===== src/rtl/uart_pkg.sv =====
// Definitions shared by the UART transmitter and the future receiver.
package uart_pkg;

   typedef enum logic [2:0] {
      IDLE,
      START,
      DATA,
      PARITY,
      STOP
   } uart_state_t;

   localparam bit PAR_EVEN = 1'b0;
   localparam bit PAR_ODD  = 1'b1;

   // Wide enough to index nine data bits.
   localparam int BIT_CNT_W = 4;

endpackage


===== src/rtl/uart_tx_param_if.sv =====
// Word-level valid/ready handshake into the UART transmitter.
interface uart_tx_param_if #(
   parameter int DATA_BITS = 8
);
   logic [DATA_BITS-1:0] din;
   logic                 valid;
   logic                 ready;

   modport master (output din, output valid, input ready);
   modport slave  (input din, input valid, output ready);
endinterface


===== src/rtl/uart_baud_cnt.sv =====
// Bit-period timer: counts 0..CLKS_PER_BIT-1 while enabled, flags the last cycle.
module uart_baud_cnt #(
   parameter int CLKS_PER_BIT = 16
) (
   input  logic clk,
   input  logic rst,
   input  logic en,
   output logic tick
);

   localparam int CW = (CLKS_PER_BIT > 1) ? $clog2(CLKS_PER_BIT) : 1;
   localparam logic [CW-1:0] LAST = CW'(CLKS_PER_BIT - 1);

   logic [CW-1:0] cnt;

   // Held at zero while disabled so every frame starts on a fresh period.
   always_ff @(posedge clk or posedge rst) begin
      if (rst) begin
         cnt <= '0;
      end else if (!en || cnt == LAST) begin
         cnt <= '0;
      end else begin
         cnt <= cnt + CW'(1);
      end
   end

   assign tick = en && (cnt == LAST);

endmodule


===== src/rtl/uart_tx_param.sv =====
// Parameterised UART transmitter: start bit, LSB-first data, optional parity,
// one or two stop bits; registered tx output.
module uart_tx_param
   import uart_pkg::*;
#(
   parameter int DATA_BITS    = 8,
   parameter int CLKS_PER_BIT = 16,
   parameter int PARITY_EN    = 0,
   parameter int PARITY_ODD   = 0,
   parameter int STOP_BITS    = 1
) (
   input  logic               clk,
   input  logic               rst,
   uart_tx_param_if.slave     s,
   output logic               tx,
   output logic               busy,
   output logic               done
);

   if (DATA_BITS < 5 || DATA_BITS > 9) begin : g_bad_data_bits
      $error("uart_tx_param: DATA_BITS must be 5..9");
   end
   if (CLKS_PER_BIT < 2) begin : g_bad_clks_per_bit
      $error("uart_tx_param: CLKS_PER_BIT must be >= 2");
   end
   if (PARITY_EN != 0 && PARITY_EN != 1) begin : g_bad_parity_en
      $error("uart_tx_param: PARITY_EN must be 0 or 1");
   end
   if (PARITY_ODD != 0 && PARITY_ODD != 1) begin : g_bad_parity_odd
      $error("uart_tx_param: PARITY_ODD must be 0 or 1");
   end
   if (STOP_BITS != 1 && STOP_BITS != 2) begin : g_bad_stop_bits
      $error("uart_tx_param: STOP_BITS must be 1 or 2");
   end

   localparam logic [BIT_CNT_W-1:0] LAST_DATA = BIT_CNT_W'(DATA_BITS - 1);
   localparam logic [BIT_CNT_W-1:0] LAST_STOP = BIT_CNT_W'(STOP_BITS - 1);
   localparam bit PAR_MODE = (PARITY_ODD != 0) ? PAR_ODD : PAR_EVEN;

   function automatic logic parity_of(input logic [DATA_BITS-1:0] d, input bit mode);
      return (^d) ^ (mode == PAR_ODD);
   endfunction

   uart_state_t          state, state_n;
   logic [DATA_BITS-1:0] shreg, shreg_n;
   logic [BIT_CNT_W-1:0] bit_cnt, bit_cnt_n;
   logic                 par, par_n;
   logic                 tx_n, done_n;
   logic                 tick;

   uart_baud_cnt #(
      .CLKS_PER_BIT(CLKS_PER_BIT)
   ) u_baud (
      .clk (clk),
      .rst (rst),
      .en  (state != IDLE),
      .tick(tick)
   );

   assign s.ready = (state == IDLE);
   assign busy    = (state != IDLE);

   always_ff @(posedge clk or posedge rst) begin
      if (rst) begin
         state   <= IDLE;
         shreg   <= '0;
         bit_cnt <= '0;
         par     <= 1'b0;
         tx      <= 1'b1;
         done    <= 1'b0;
      end else begin
         state   <= state_n;
         shreg   <= shreg_n;
         bit_cnt <= bit_cnt_n;
         par     <= par_n;
         tx      <= tx_n;
         done    <= done_n;
      end
   end

   always_comb begin
      state_n   = state;
      shreg_n   = shreg;
      bit_cnt_n = bit_cnt;
      par_n     = par;
      done_n    = 1'b0;
      tx_n      = 1'b1;

      case (state)
         IDLE: begin
            if (s.valid) begin
               state_n   = START;
               shreg_n   = s.din;
               bit_cnt_n = '0;
               par_n     = parity_of(s.din, PAR_MODE);
            end
         end
         START: begin
            if (tick) state_n = DATA;
         end
         DATA: begin
            if (tick) begin
               shreg_n = shreg >> 1;
               if (bit_cnt == LAST_DATA) begin
                  bit_cnt_n = '0;
                  state_n   = (PARITY_EN != 0) ? PARITY : STOP;
               end else begin
                  bit_cnt_n = bit_cnt + BIT_CNT_W'(1);
               end
            end
         end
         PARITY: begin
            if (tick) state_n = STOP;
         end
         STOP: begin
            if (tick) begin
               if (bit_cnt == LAST_STOP) begin
                  state_n = IDLE;
                  done_n  = 1'b1;
               end else begin
                  bit_cnt_n = bit_cnt + BIT_CNT_W'(1);
               end
            end
         end
         default: state_n = IDLE;
      endcase

      // tx is registered from the next state so the line changes on the same
      // edge as the state, e.g. going low right at the handshake edge.
      case (state_n)
         START:   tx_n = 1'b0;
         DATA:    tx_n = shreg_n[0];
         PARITY:  tx_n = par;
         default: tx_n = 1'b1;
      endcase
   end

endmodule


===== src/flat_wrapper.sv =====
// flat-port wrapper written by rule: the top's interface ports become plain ports
module uart_tx_param_flat import uart_pkg::*;
#(
   parameter int DATA_BITS    = 8,
   parameter int CLKS_PER_BIT = 16,
   parameter int PARITY_EN    = 0,
   parameter int PARITY_ODD   = 0,
   parameter int STOP_BITS    = 1
)
  (clk, rst, tx, busy, done, s_din, s_valid, s_ready);
  uart_tx_param_if #(.DATA_BITS(DATA_BITS)) s_i ();
  input  logic clk;
  input  logic rst;
  output logic tx;
  output logic busy;
  output logic done;
  input wire logic [$bits(s_i.din)-1:0] s_din;
  input wire logic [$bits(s_i.valid)-1:0] s_valid;
  output wire logic [$bits(s_i.ready)-1:0] s_ready;
  assign s_i.din = s_din;
  assign s_i.valid = s_valid;
  assign s_ready = s_i.ready;
  uart_tx_param #(.DATA_BITS(DATA_BITS), .CLKS_PER_BIT(CLKS_PER_BIT), .PARITY_EN(PARITY_EN), .PARITY_ODD(PARITY_ODD), .STOP_BITS(STOP_BITS)) u_core (.clk(clk), .rst(rst), .s(s_i), .tx(tx), .busy(busy), .done(done));
endmodule

===== config.mk =====
export PLATFORM = sky130hd
export DESIGN_NAME = uart_tx_param_flat
export DESIGN_NICKNAME = d
export VERILOG_FILES = /design/src/rtl/uart_pkg.sv /design/src/rtl/uart_tx_param_if.sv /design/src/rtl/uart_baud_cnt.sv /design/src/rtl/uart_tx_param.sv /design/src/flat_wrapper.sv
export SDC_FILE = /design/constraint.sdc
export NUM_CORES = 1
export LEC_CHECK = 0
export ABC_CLOCK_PERIOD_IN_PS = 5100
export CAP_MARGIN = 30
export CORE_MARGIN = 3
export CORE_UTILIZATION = 58
export DETAILED_ROUTE_END_ITERATION = 16
export PLACE_DENSITY = 0.83
export SLEW_MARGIN = 20
export SYNTH_ARGS = -nofsm -noshare
export SYNTH_HDL_FRONTEND = slang
export SYNTH_HIERARCHICAL = 1
export SYNTH_SLANG_ARGS = --single-unit

===== constraint.sdc =====
create_clock -name clk -period 5.1 [get_ports clk]
set_input_delay 1.275 -clock clk [delete_from_list [all_inputs] [get_ports clk]]
set_output_delay 1.275 -clock clk [all_outputs]
set_load 0.02 [all_outputs]

# Word level (Yosys, flattened, before mapping)

Index checks and enable logic that the tools add are counted.

Register bits: 22
Word-level logic and storage cells: 57
Output and inout bits: 4

Add/subtract/negate cells: 2
Multiplexer cells: 22
Equal/unequal tests: 13
Reduce and logical (&&, ||, !) cells: 12

Operators by type and width:

| cell                                                   | number |
|---|---|
| two-way mux 4 bit                                      | 6 |
| two-way mux 3 bit                                      | 7 |
| two-way mux 8 bit                                      | 2 |
| one-hot mux 8 bit (2 select lines)                     | 1 |
| one-hot mux 3 bit (5 select lines)                     | 1 |
| equality test 3 x 2 -> 1 bit (second input constant)   | 4 |
| one-hot mux 4 bit (3 select lines)                     | 1 |
| adder 4 x 1 -> 4 bit (second input constant)           | 2 |
| XOR reduction 8 bit                                    | 1 |
| equality test 3 x 1 -> 1 bit (second input constant)   | 2 |
| nonzero test 3 bit                                     | 2 |
| AND reduction 5 bit                                    | 1 |
| equality test 4 x 3 -> 1 bit (second input constant)   | 1 |
| equality test 4 bit (second input constant)            | 1 |
| zero test 4 bit                                        | 1 |
| inequality test 2 x 1 -> 1 bit (second input constant) | 2 |
| inequality test 2 bit (second input constant)          | 2 |
| equality test 3 bit (second input constant)            | 1 |
| zero test 3 bit                                        | 1 |
| two-way mux 1 bit                                      | 3 |
| one-hot mux 1 bit (3 select lines)                     | 1 |
| AND reduction 3 bit                                    | 1 |
| AND reduction 2 bit                                    | 1 |
| nonzero test 2 bit                                     | 1 |
| other kinds (3)                                        | 3 |

# Logic depth before layout (Yosys ltp)

Gate-level depths: netlist of the first run.

Word-level depth: 6
Gate-level depth with buffers: 9

# Cells and area by module

The synthesis of the first run kept the hierarchy.

By module, submodules not included:

| module        | times used | sequential area each (um^2) | cells an instance | area an instance (um^2) |
|---|---|---|---|---|
| uart_tx_param | 1          | 451.7                       | 107               | 1029.7 |
| uart_baud_cnt | 1          | 100.1                       | 16                | 177.7 |

# Worst setup path before layout of the first run

No wires, ideal clock.

Kind: flip-flop to output port
Start: reg u_core.state[1]
End: out s_ready
Setup slack: 2.562 ns
Cell stages (with the launch flop): 4
Data required time: 3.825 ns
Arrival time: 1.263 ns
Path buffers: 1
Path through: dfrtp_1 buf_2 or3_1 inv_1

Longest elaborated chain between the ends: 1

Ends and longest elaborated chain:

| item                   | line                | source |
|---|---|---|
| start, declared        | uart_tx_param.sv:44 | `uart_state_t state, state_n;` |
| start signal, assigned | uart_tx_param.sv:72 | `state <= state_n;` |
| zero test 3 bit        | uart_tx_param.sv:60 | `assign s.ready = (state == IDLE);` |
| end, declared          | flat_wrapper.sv:19  | `output wire logic [$bits(s_i.ready)-1:0] s_ready;` |

Every way passes these cells.

# Worst setup path after layout of the first run

Ends and elaborated chain as after synthesis.

==> results of run 1 <==
## power groups by stage
| stage | combinational (mW) | clock (mW) | sequential, mW |
|---|---|---|---|
| final | 0.245 | 0.0944 | 0.315 |
| after global routing | 0.280 | 0.104 | 0.325 |
| after CTS | 0.246 | 0.0994 | 0.314 |
| after detailed placement | 0.244 | 0 | 0.317 |
| after global placement | 0.234 | 0 | 0.314 |
| after floorplan | 0.197 | 0 | 0.291 |
## synthesized netlist by cell type (all sizes together) (2+ instances only)
| library cell | instances |
|---|---|
| a21o | 3 |
| a21oi | 4 |
| a22o | 3 |
| a22oi | 7 |
| a311oi | 2 |
| a31oi | 3 |
| and2 | 3 |
| and3 | 2 |
| buf | 2 |
| clkbuf | 3 |
| dfrtp | 21 |
| ha | 3 |
| inv | 9 |
| nand2 | 14 |
| nand3 | 3 |
| nand3b | 2 |
| nor2 | 8 |
| nor2b | 3 |
| nor3b | 3 |
| nor4 | 2 |
| nor4b | 2 |
| or3 | 2 |
| xnor2 | 9 |
## cell type report
type / instances / area [um^2] / share of cell area [%]
clock buffers: 4 / 36.3 / 2.60
inverters: 9 / 33.8 / 2.42
multi-input cells: 87 / 594 / 42.6
flip-flops and latches: 22 / 552 / 39.6
well taps: 25 / 31.3 / 2.24
repair buffers: 15 / 148 / 10.6
## stage by stage
stage                     instance area, um^2  util [%]  hold WS, ps  worst slack, ps
after floorplan                          1210         -          446             2560
after global placement                   1350      73.5          469             1930
after detailed placement                 1350      73.5          465             1840
after CTS                                1390      75.4          503             1800
after global routing                     1400      75.9          517             1710
final                                    1400      75.9          498             1820
## worst paths after layout
check / cells past startpoint / startpoint / slack [ps] / end
worst max-delay path: 3 / u_core/state[1]$_DFF_PP0_ / 1820 / s_ready
worst min-delay path: 2 / u_core/shreg[2]$_DFFE_PP0P_ / 500 / u_core/shreg[2]$_DFFE_PP0P_
worst max register to register: 7 / u_core/state[1]$_DFF_PP0_ / 2650 / u_core/bit_cnt[3]$_DFFE_PP0P_
worst min register to register: 2 / u_core/shreg[2]$_DFFE_PP0P_ / 500 / u_core/shreg[2]$_DFFE_PP0P_
max in group asynchronous: 2 / rst / 3280 / u_core/shreg[2]$_DFFE_PP0P_
min in group asynchronous: 2 / rst / 1170 / u_core/u_baud/cnt[2]$_DFF_PP0_
## per-layer routing
metal  up-vias  track usage [%]  wire, um
met5         -                0         0
met4         0             5.24        23
met3         4             4.87        86
met2        15             35.0      1130
met1       427             24.8       993
li1        459                -         -
## cells by family (layout without fill, tap and decap cells)
group / after synthesis / after routing / synth area share, %
AND/OR/NAND/NOR: 50 / 50 / 23.8
AO/OA/AOI/OAI: 24 / 24 / 14.8
flip-flops: 22 / 22 / 45.7
buffers and inverters: 14 / 28 / 5.08
XOR/XNOR: 9 / 9 / 6.53
adder cells (fa/ha/maj): 3 / 3 / 3.11
multiplexers: 1 / 1 / 0.933
## worst max-delay path: cells and delay by family, from the launching register on
family	cells	cell delay, ps
AND/OR/NAND/NOR	1	480
flip-flops	1	540
buffers and inverters	2	680
## flip-flops by register name, summed over array words and instances (netlist names)
signal             cells
u_core/shreg           8
u_core/state           3
u_core/par             1
u_core/bit_cnt         4
u_core/done            1
u_core/u_baud/cnt      4
u_core/tx              1
==> results.json, run 1 <==
{
  "cts_resized": 0,
  "syn-cell-area_mm2": 0.00121,
  "htreeDepth": 1,
  "fp.dieH_um": 51.6,
  "finalSetupTns_ps": 0,
  "skew_ps": 6.60,
  "place.port_buffers": 14,
  "dpl.hpwl_um": 1710,
  "worstPathRequired_ps": 3830,
  "hold_path_class": "flip-flop to flip-flop",
  "power.density_mw_per_mm2": 469,
  "ys_ff_latch": 22,
  "critPathKind": "flip-flop to output port",
  "p_switching_uw": 244,
  "via_per_inst": 5.59,
  "async_flop_share_pct": 100,
  "hold_viol": 0,
  "period_minus_slack_ps": 3280,
  "end_kind": "output port",
  "synth_top_area_share_pct": 43.5,
  "worst_pin_slew_ps": 669,
  "grt_overflow": 0,
  "synth_top_area_cell": "dfrtp_1",
  "period_share_pct": 64.4,
  "drc_errors": 0,
  "core_area_mm2": 0.00184,
  "clkPwrFrac_pct": 14.4,
  "mostFrequentLayoutCell": "dfrtp_1",
  "instances_no_fill": 162,
  "ant_nets": 0,
  "arrival_ps": 2010,
  "peakVddDrop_v": 0.000343,
  "gp_congestion": 0.849,
  "rows": 15,
  "yosys_warnings": 6,
  "grt_pass1_wl_um": 4060,
  "finalPower_uw": 654,
  "crit_slowest_cell": "clkdlybuf4s50_1",
  "grt_antenna_before_repair": 0,
  "fill_cells": 139,
  "seqPwrFrac_pct": 48.1,
  "syn_avg_cell_area_um2": 9.82,
  "clock_sink_count": 22,
  "combPwrFrac_pct": 37.4,
  "grt_pass1_vias": 919,
  "clk_pin_slew_ps": 120,
  "die_w_um": 51.6,
  "grt_usage_pct": 20.1,
  "hold_buffers": 0,
  "fin_nets": 152,
  "antenna_cells": 0,
  "intPower_uw": 411,
  "area_growth_pct": 15.5,
  "cts_tree": "done",
  "synth_area_leaders": "dfrtp_1 (44%), xnor2_1 (6.5%), a22oi_1 (4.4%)",
  "drtIter0Drc": 10,
  "pin_count": 15,
  "synth_edf_count": 0,
  "mostFrequentLayoutCells": "dfrtp_1 (21), clkdlybuf4s50_1 (14), nand2_1 (14)",
  "critPathMaxFanout": 13,
  "synth.distinct_cells": 37,
  "crit_chain": "or3_1 -> inv_1 -> clkdlybuf4s50_1",
  "dp.cells": 157,
  "cpPeakStageDelay_ps": 600,
  "status": "finished clean",
  "cts_buffers": 3,
  "swShare_pct": 37.3,
  "cts_setup_buffers": 0,
  "start_util_pct": 65.6,
  "rsz0062_at_grt": "no",
  "drtPass1Iterations": 4,
  "num_vias": 905,
  "cts_buffer_depth": 2,
  "routed_wl_um": 2240,
  "slew_violations": 0,
  "finalSetupViolations": 0,
  "critPathLaunchType": "flip-flop",
  "clockRootBuffer": "clkbuf_4",
  "fp.dieArea_mm2": 0.00267,
  "syn_inst": 123,
  "insertion_delay_ps": 310,
  "fmax_mhz": 305,
  "ys_seq_area_share_pct": 45.7,
  "maxCapViolCount": 0,
  "p_leak_nw": 0.630,
  "synth_fp_nets": 137,
  "grt_max_degree": 19,
  "drive_above_1_share_pct": 8.03,
  "slew_headroom_pct": 55.3,
  "post_drt_wl_per_cell_um": 13.8,
  "synth_ff_type": "dfrtp_1"
}
Power figures use the tool's default switching activity.
==> run 2, diff against run 1 <==
--- a/config.mk
+++ b/config.mk
@@ -5,12 +5,12 @@
 export SDC_FILE = /design/constraint.sdc
 export NUM_CORES = 1
 export LEC_CHECK = 0
-export ABC_CLOCK_PERIOD_IN_PS = 5100
+export ABC_CLOCK_PERIOD_IN_PS = 3200
 export CAP_MARGIN = 30
 export CORE_MARGIN = 3
-export CORE_UTILIZATION = 58
+export CORE_UTILIZATION = 54
 export DETAILED_ROUTE_END_ITERATION = 16
-export PLACE_DENSITY = 0.83
+export PLACE_DENSITY = 0.78
 export SLEW_MARGIN = 20
 export SYNTH_ARGS = -nofsm -noshare
 export SYNTH_HDL_FRONTEND = slang
==> constraint.sdc (replaced) <==
create_clock -name clk -period 3.2 [get_ports clk]
set_input_delay 0.8 -clock clk [delete_from_list [all_inputs] [get_ports clk]]
set_output_delay 0.8 -clock clk [all_outputs]
set_load 0.02 [all_outputs]
==> results.json, run 2 (same netlist as run 1, synthesis figures left out) <==
{
  "via_per_inst": 5.60,
  "fin_nets": 152,
  "cts_setup_buffers": 0,
  "wl_met3_um": 87,
  "mostFrequentLayoutCell": "dfrtp_1",
  "fp.dieArea_mm2": 0.00284,
  "dp.cells": 160,
  "fmax_mhz": 360,
  "hold_viol": 0,
  "wl_met2_um": 1310,
  "grt_antenna_before_repair": 0,
  "rrSetupSlack_ps": 740,
  "status": "finished clean",
  "drc_errors": 0,
  "dpl_worst_slack_ps": 725,
  "r2r_start": "u_core/state[1]$_DFF_PP0_",
  "critPathMaxFanout": 13,
  "post_drt_wl_per_cell_um": 15.4,
  "place.port_buffers": 14,
  "cts_tree": "done",
  "power.density_mw_per_mm2": 758,
  "grt_pass1_wl_um": 4190,
  "grt_usage_pct": 20.9,
  "finalPower_mw": 1.06,
  "grt_overflow": 0,
  "gp_congestion": 0.834,
  "ant_nets": 0,
  "wl_met1_um": 1100,
  "top_layer": "met4",
  "instances_no_fill": 164,
  "cpPeakStageDelay_ps": 590,
  "pin_count": 15,
  "mostFrequentLayoutCells": "dfrtp_1 (21), clkdlybuf4s50_1 (14), nand2_1 (14)",
  "period_share_pct": 86.9,
  "critPathLaunchType": "flip-flop",
  "worst_pin_slew_ps": 701,
  "p_leak_nw": 0.631,
  "dpl.hpwl_um": 1860,
  "largest_reg_flops": 8,
  "clk_pin_slew_ps": 120,
  "end_kind": "output port",
  "drtPass1Iterations": 4,
  "crit_slowest_cell": "clkdlybuf4s50_1",
  "die_w_um": 53.3,
  "maxCapViolCount": 0,
  "hold_path_class": "flip-flop to flip-flop",
  "r2r_cells": 7,
  "slew_violations": 0,
  "cts_buffers": 3,
  "core_area_mm2": 0.00204,
  "drive_above_1_share_pct": 8.03,
  "arrival_ps": 1980,
  "rr_endpoint": "u_core/bit_cnt[3]$_DFFE_PP0P_",
  "worstPathRequired_ps": 2400,
  "routed_wl_um": 2530,
  "finalSetupTns_ps": 0,
  "clock_sink_count": 22,
  "slew_headroom_pct": 53.2,
  "reg.largest.list": "u_core/shreg x8, u_core/bit_cnt x4, u_core/u_baud/cnt x4",
  "insertion_delay_ps": 310,
  "skew_ps": 12.3,
  "cp_top_family": "buffers and inverters",
  "fin_ws_ps": 421,
  "cts_buffer_depth": 2,
  "hold_start": "u_core/shreg[1]$_DFFE_PP0P_",
  "grt_max_degree": 19,
  "htreeDepth": 1,
  "finalSetupViolations": 0,
  "fp.dieH_um": 53.3,
  "holdPathEnd": "u_core/shreg[1]$_DFFE_PP0P_",
  "num_vias": 918,
  "antenna_cells": 0,
  "hold_buffers": 0,
  "period_minus_slack_ps": 2780,
  "largest-register": "u_core/shreg",
  "rows": 16,
  "drtIter0Drc": 24,
  "peakVddDrop_v": 0.000408,
  "critPathKind": "flip-flop to output port",
  "start_util_pct": 59.1,
  "rsz0062_at_grt": "no",
  "crit_chain": "or3_1 -> inv_1 -> clkdlybuf4s50_1",
  "grt_pass1_vias": 976,
  "hold_path_depth": 2,
  "path_buf_inv": 2,
  "area_growth_pct": 15.8,
  "cts_resized": 0,
  "clockRootBuffer": "clkbuf_4"
}
-- run 2: cell types whose count changed in the layout (fill, tap and decap cells not counted) --
cell	change
buf_4	+1
clkbuf_4	-1
-- run 2: through the flow --
stage / util [%] / area [um^2] / hold slack (ps)
final: 68.4 / 1400 / 500
after global routing: 68.4 / 1400 / 527
after CTS: 68.4 / 1400 / 498
after detailed placement: 66.7 / 1360 / 468
after global placement: 66.7 / 1360 / 460
after floorplan: - / 1210 / 446
-- run 2: power breakdown --
part	switching, mW	internal (mW)	leakage, nW
logic	0.205	0.196	0.333
clock network	0.0814	0.0695	0.0210
registers	0.117	0.390	0.276
total	0.403	0.656	0.631
-- run 2: final cells by class --
cell class / instances / area (um^2)
Multi-Input combinational cell: 87 / 594
Clock buffer: 4 / 36.3
Timing Repair Buffer: 15 / 148
Inverter: 9 / 33.8
Tap cell: 27 / 33.8
Sequential cell: 22 / 552
Fill cell: 165 / 644
-- run 2: worst max-delay path by stage --
stage	startpoint	to	slack (ps)	cells after the start
floorplan	u_core/state[0]$_DFF_PP0_	u_core/bit_cnt[3]$_DFFE_PP0P_	800	8
global placement	u_core/state[1]$_DFF_PP0_	s_ready	800	3
detailed placement	u_core/state[1]$_DFF_PP0_	u_core/bit_cnt[3]$_DFFE_PP0P_	730	7
CTS	u_core/state[1]$_DFF_PP0_	s_ready	410	3
global route	u_core/state[1]$_DFF_PP0_	s_ready	350	3
finish	u_core/state[1]$_DFF_PP0_	s_ready	420	3
-- run 2: layer usage --
layer / vias to the layer above / track usage [%]
li1: 461 / -
met1: 439 / 22.6
met2: 13 / 38.6
met3: 5 / 5.07
met4: 0 / 7.66
met5: - / 0
-- run 2: tightest hold or removal path, cell delays in order (launching register included) --
cell     delay [ps]
dfrtp_1         370
nand2_1          50
nand2_1          60
==> run 3, diff against run 2 <==
--- a/config.mk
+++ b/config.mk
@@ -5,10 +5,11 @@
 export SDC_FILE = /design/constraint.sdc
 export NUM_CORES = 1
 export LEC_CHECK = 0
+export ABC_AREA = 1
 export ABC_CLOCK_PERIOD_IN_PS = 3200
 export CAP_MARGIN = 30
 export CORE_MARGIN = 3
-export CORE_UTILIZATION = 54
+export CORE_UTILIZATION = 55
 export DETAILED_ROUTE_END_ITERATION = 16
 export PLACE_DENSITY = 0.78
 export SLEW_MARGIN = 20
==> results.json, run 3 <==
{
  "status": "finished clean",
  "synth_top_area_share_pct": 37.6,
  "yosys-top-cells-count": "nand2_1 (61), inv_1 (27), nand3_1 (26), dfrtp_1 (21), nor2_1 (11)",
  "grt_antenna_before_repair": 0,
  "fp.dieArea_mm2": 0.00318,
  "power.density_mw_per_mm2": 332,
  "crit_top_cell": "inv_1",
  "slew_violations": 0,
  "fin_nets": 225,
  "cts_tree": "done",
  "seqPwrFrac_pct": 55.0,
  "synth_most_common_cell": "nand2_1",
  "clkPwrFrac_pct": 29.8,
  "area_growth_pct": 14.8,
  "drc_errors": 0,
  "dpl.hpwl_um": 2200,
  "combPwrFrac_pct": 15.1,
  "pin_count": 15,
  "largest-register": "u_core/shreg",
  "critPathKind": "flip-flop to output port",
  "cts_resized": 0,
  "area.sequential_um2": 552,
  "routed_wl_um": 2890,
  "synth_top_area_cell": "dfrtp_1",
  "muxShareOfSynthArea_pct": 0,
  "gp_congestion": 0.781,
  "multiInputGateArea_um2": 723,
  "arrival_ps": 1780,
  "rr_endpoint": "u_core/bit_cnt[0]$_DFFE_PP0P_",
  "syn_avg_cell_area_um2": 7.23,
  "fill_cells": 208,
  "period_minus_slack_ps": 2580,
  "cts_setup_buffers": 0,
  "period_share_pct": 80.7,
  "synth_fa_ha_area_share_pct": 2.69,
  "reg.largest.list": "u_core/shreg x8, u_core/bit_cnt x4, u_core/u_baud/cnt x4",
  "syn_inst": 193,
  "fmax_mhz": 387,
  "critPathMaxFanout": 4,
  "swShare_pct": 26.4,
  "yosys_warnings": 6,
  "via_per_inst": 5.33,
  "post_drt_wl_per_cell_um": 12.1,
  "async_flop_share_pct": 100,
  "place.port_buffers": 14,
  "start_util_pct": 60.2,
  "peakVddDrop_v": 0.000296,
  "antenna_cells": 0,
  "synth_compound_area_share_pct": 9.41,
  "holdPathEnd": "u_core/u_baud/cnt[0]$_DFF_PP0_",
  "synth.distinct_cells": 26,
  "rsz0062_at_grt": "no",
  "path_buf_inv": 3,
  "synth_fp_nets": 207,
  "insertion_delay_ps": 330,
  "mostFrequentLayoutCell": "nand2_1",
  "hold_path_class": "flip-flop to flip-flop",
  "cpPeakStageDelay_ps": 550,
  "worstPathRequired_ps": 2400,
  "synth_xor_area_share_pct": 1.25,
  "ys_seq_area_share_pct": 39.5,
  "hold_path_depth": 1,
  "drtPass1Iterations": 4,
  "end_kind": "output port",
  "grt_max_degree": 19,
  "hold_start": "u_core/u_baud/cnt[0]$_DFF_PP0_",
  "cts_buffer_depth": 2,
  "htreeDepth": 1,
  "num_vias": 1268,
  "r2r_cells": 11,
  "intPower_uw": 391,
  "skew_ps": 9.59,
  "ant_nets": 0,
  "synth_ff_type": "dfrtp_1",
  "worst_pin_slew_ps": 720,
  "crit_path_start": "u_core/state[0]$_DFF_PP0_",
  "cp_top_family": "buffers and inverters",
  "drive_above_1_share_pct": 10.0,
  "drtIter0Drc": 40,
  "grt_overflow": 0,
  "r2r_start": "u_core/state[2]$_DFF_PP0_",
  "cts_buffers": 3,
  "grt_usage_pct": 20.5,
  "p_leak_nw": 0.830,
  "grt_pass1_vias": 1270,
  "die_w_um": 56.4,
  "hold_viol": 0,
  "finalSetupViolations": 0,
  "rows": 17,
  "hold_buffers": 0,
  "slew_headroom_pct": 52.0,
  "mostFrequentLayoutCells": "nand2_1 (61), inv_1 (27), nand3_1 (26)",
  "clock_sink_count": 22,
  "fp.dieH_um": 56.4,
  "crit_chain": "inv_1 -> nand2_2 -> nor2_2 -> inv_1 -> clkdlybuf4s50_1",
  "rrSetupSlack_ps": 1020,
  "maxCapViolCount": 0,
  "syn-cell-area_mm2": 0.00140,
  "clockRootBuffer": "clkbuf_4",
  "synth_top_family_by_area": "simple AND/OR/NAND/NOR gates",
  "finalPower_uw": 532,
  "clk_pin_slew_ps": 120,
  "grt_pass1_wl_um": 5150,
  "core_area_mm2": 0.00232,
  "finalSetupTns_ps": 0,
  "p_switching_uw": 140,
  "synth_area_leaders": "dfrtp_1 (38%), nand2_1 (16%), nand3_1 (9.3%)",
  "largest_reg_flops": 8,
  "yosys.area_share.simple_pct": 38.4,
  "critPathLaunchType": "flip-flop",
  "synth_edf_count": 0,
  "crit_slowest_cell": "clkdlybuf4s50_1",
  "ys_ff_latch": 22
}
## run 3: final cells by class
type,instances,share of cell area (%)
multi-input combinational,140,45.1
sequential,22,34.4
timing repair buffer,15,9.21
inverter,29,6.79
clock buffer,4,2.26
tap,28,2.19
## run 3: kinds of logic (layout without fill, tap and decap cells)
| group | count (synthesis) | count (layout) |
|---|---|---|
| xor gates and xnor gates | 2 | 2 |
| and+or+nand+nor | 115 | 115 |
| buffers and inverters | 31 | 48 |
| DFF | 22 | 22 |
| AOI/OAI and AO/OA | 20 | 20 |
| adders and majority gates | 3 | 3 |
## run 3: worst max path at each step
stage / to / slack, ps / cells after the start
global route: busy / 510 / 5
floorplan: u_core/shreg[0]$_DFF_PP0_ / 1280 / 11
CTS: busy / 610 / 5
global placement: busy / 1050 / 5
finish: busy / 620 / 5
detailed placement: busy / 1000 / 5
## run 3: layer usage
metal	vias up	track usage, %	share of wire, %
met3	5	5.98	4.2
met2	20	37.1	50
li1	664	-	-
met1	579	23.0	45
met4	0	6.44	1.2
met5	-	0	0
## run 3: power groups by stage
stage / clock [mW] / sequential, mW / combinational [mW]
floorplan: 0 / 0.298 / 0.0507
global placement: 0 / 0.298 / 0.0770
detailed placement: 0 / 0.298 / 0.0805
finish: 0.159 / 0.293 / 0.0804
CTS: 0.168 / 0.293 / 0.0808
global route: 0.179 / 0.294 / 0.0917
## run 3: through the flow
step,util (%),area (um^2),cells,worst slack [ps],hold WS (ps)
2_1_floorplan,-,1400,193,1280,450
3_3_place_gp,67.6,1570,234,1050,463
3_5_place_dp,67.6,1570,234,998,491
4_1_cts,69.1,1600,238,608,509
5_1_grt,69.1,1600,238,515,541
6_report,69.1,1600,238,617,506
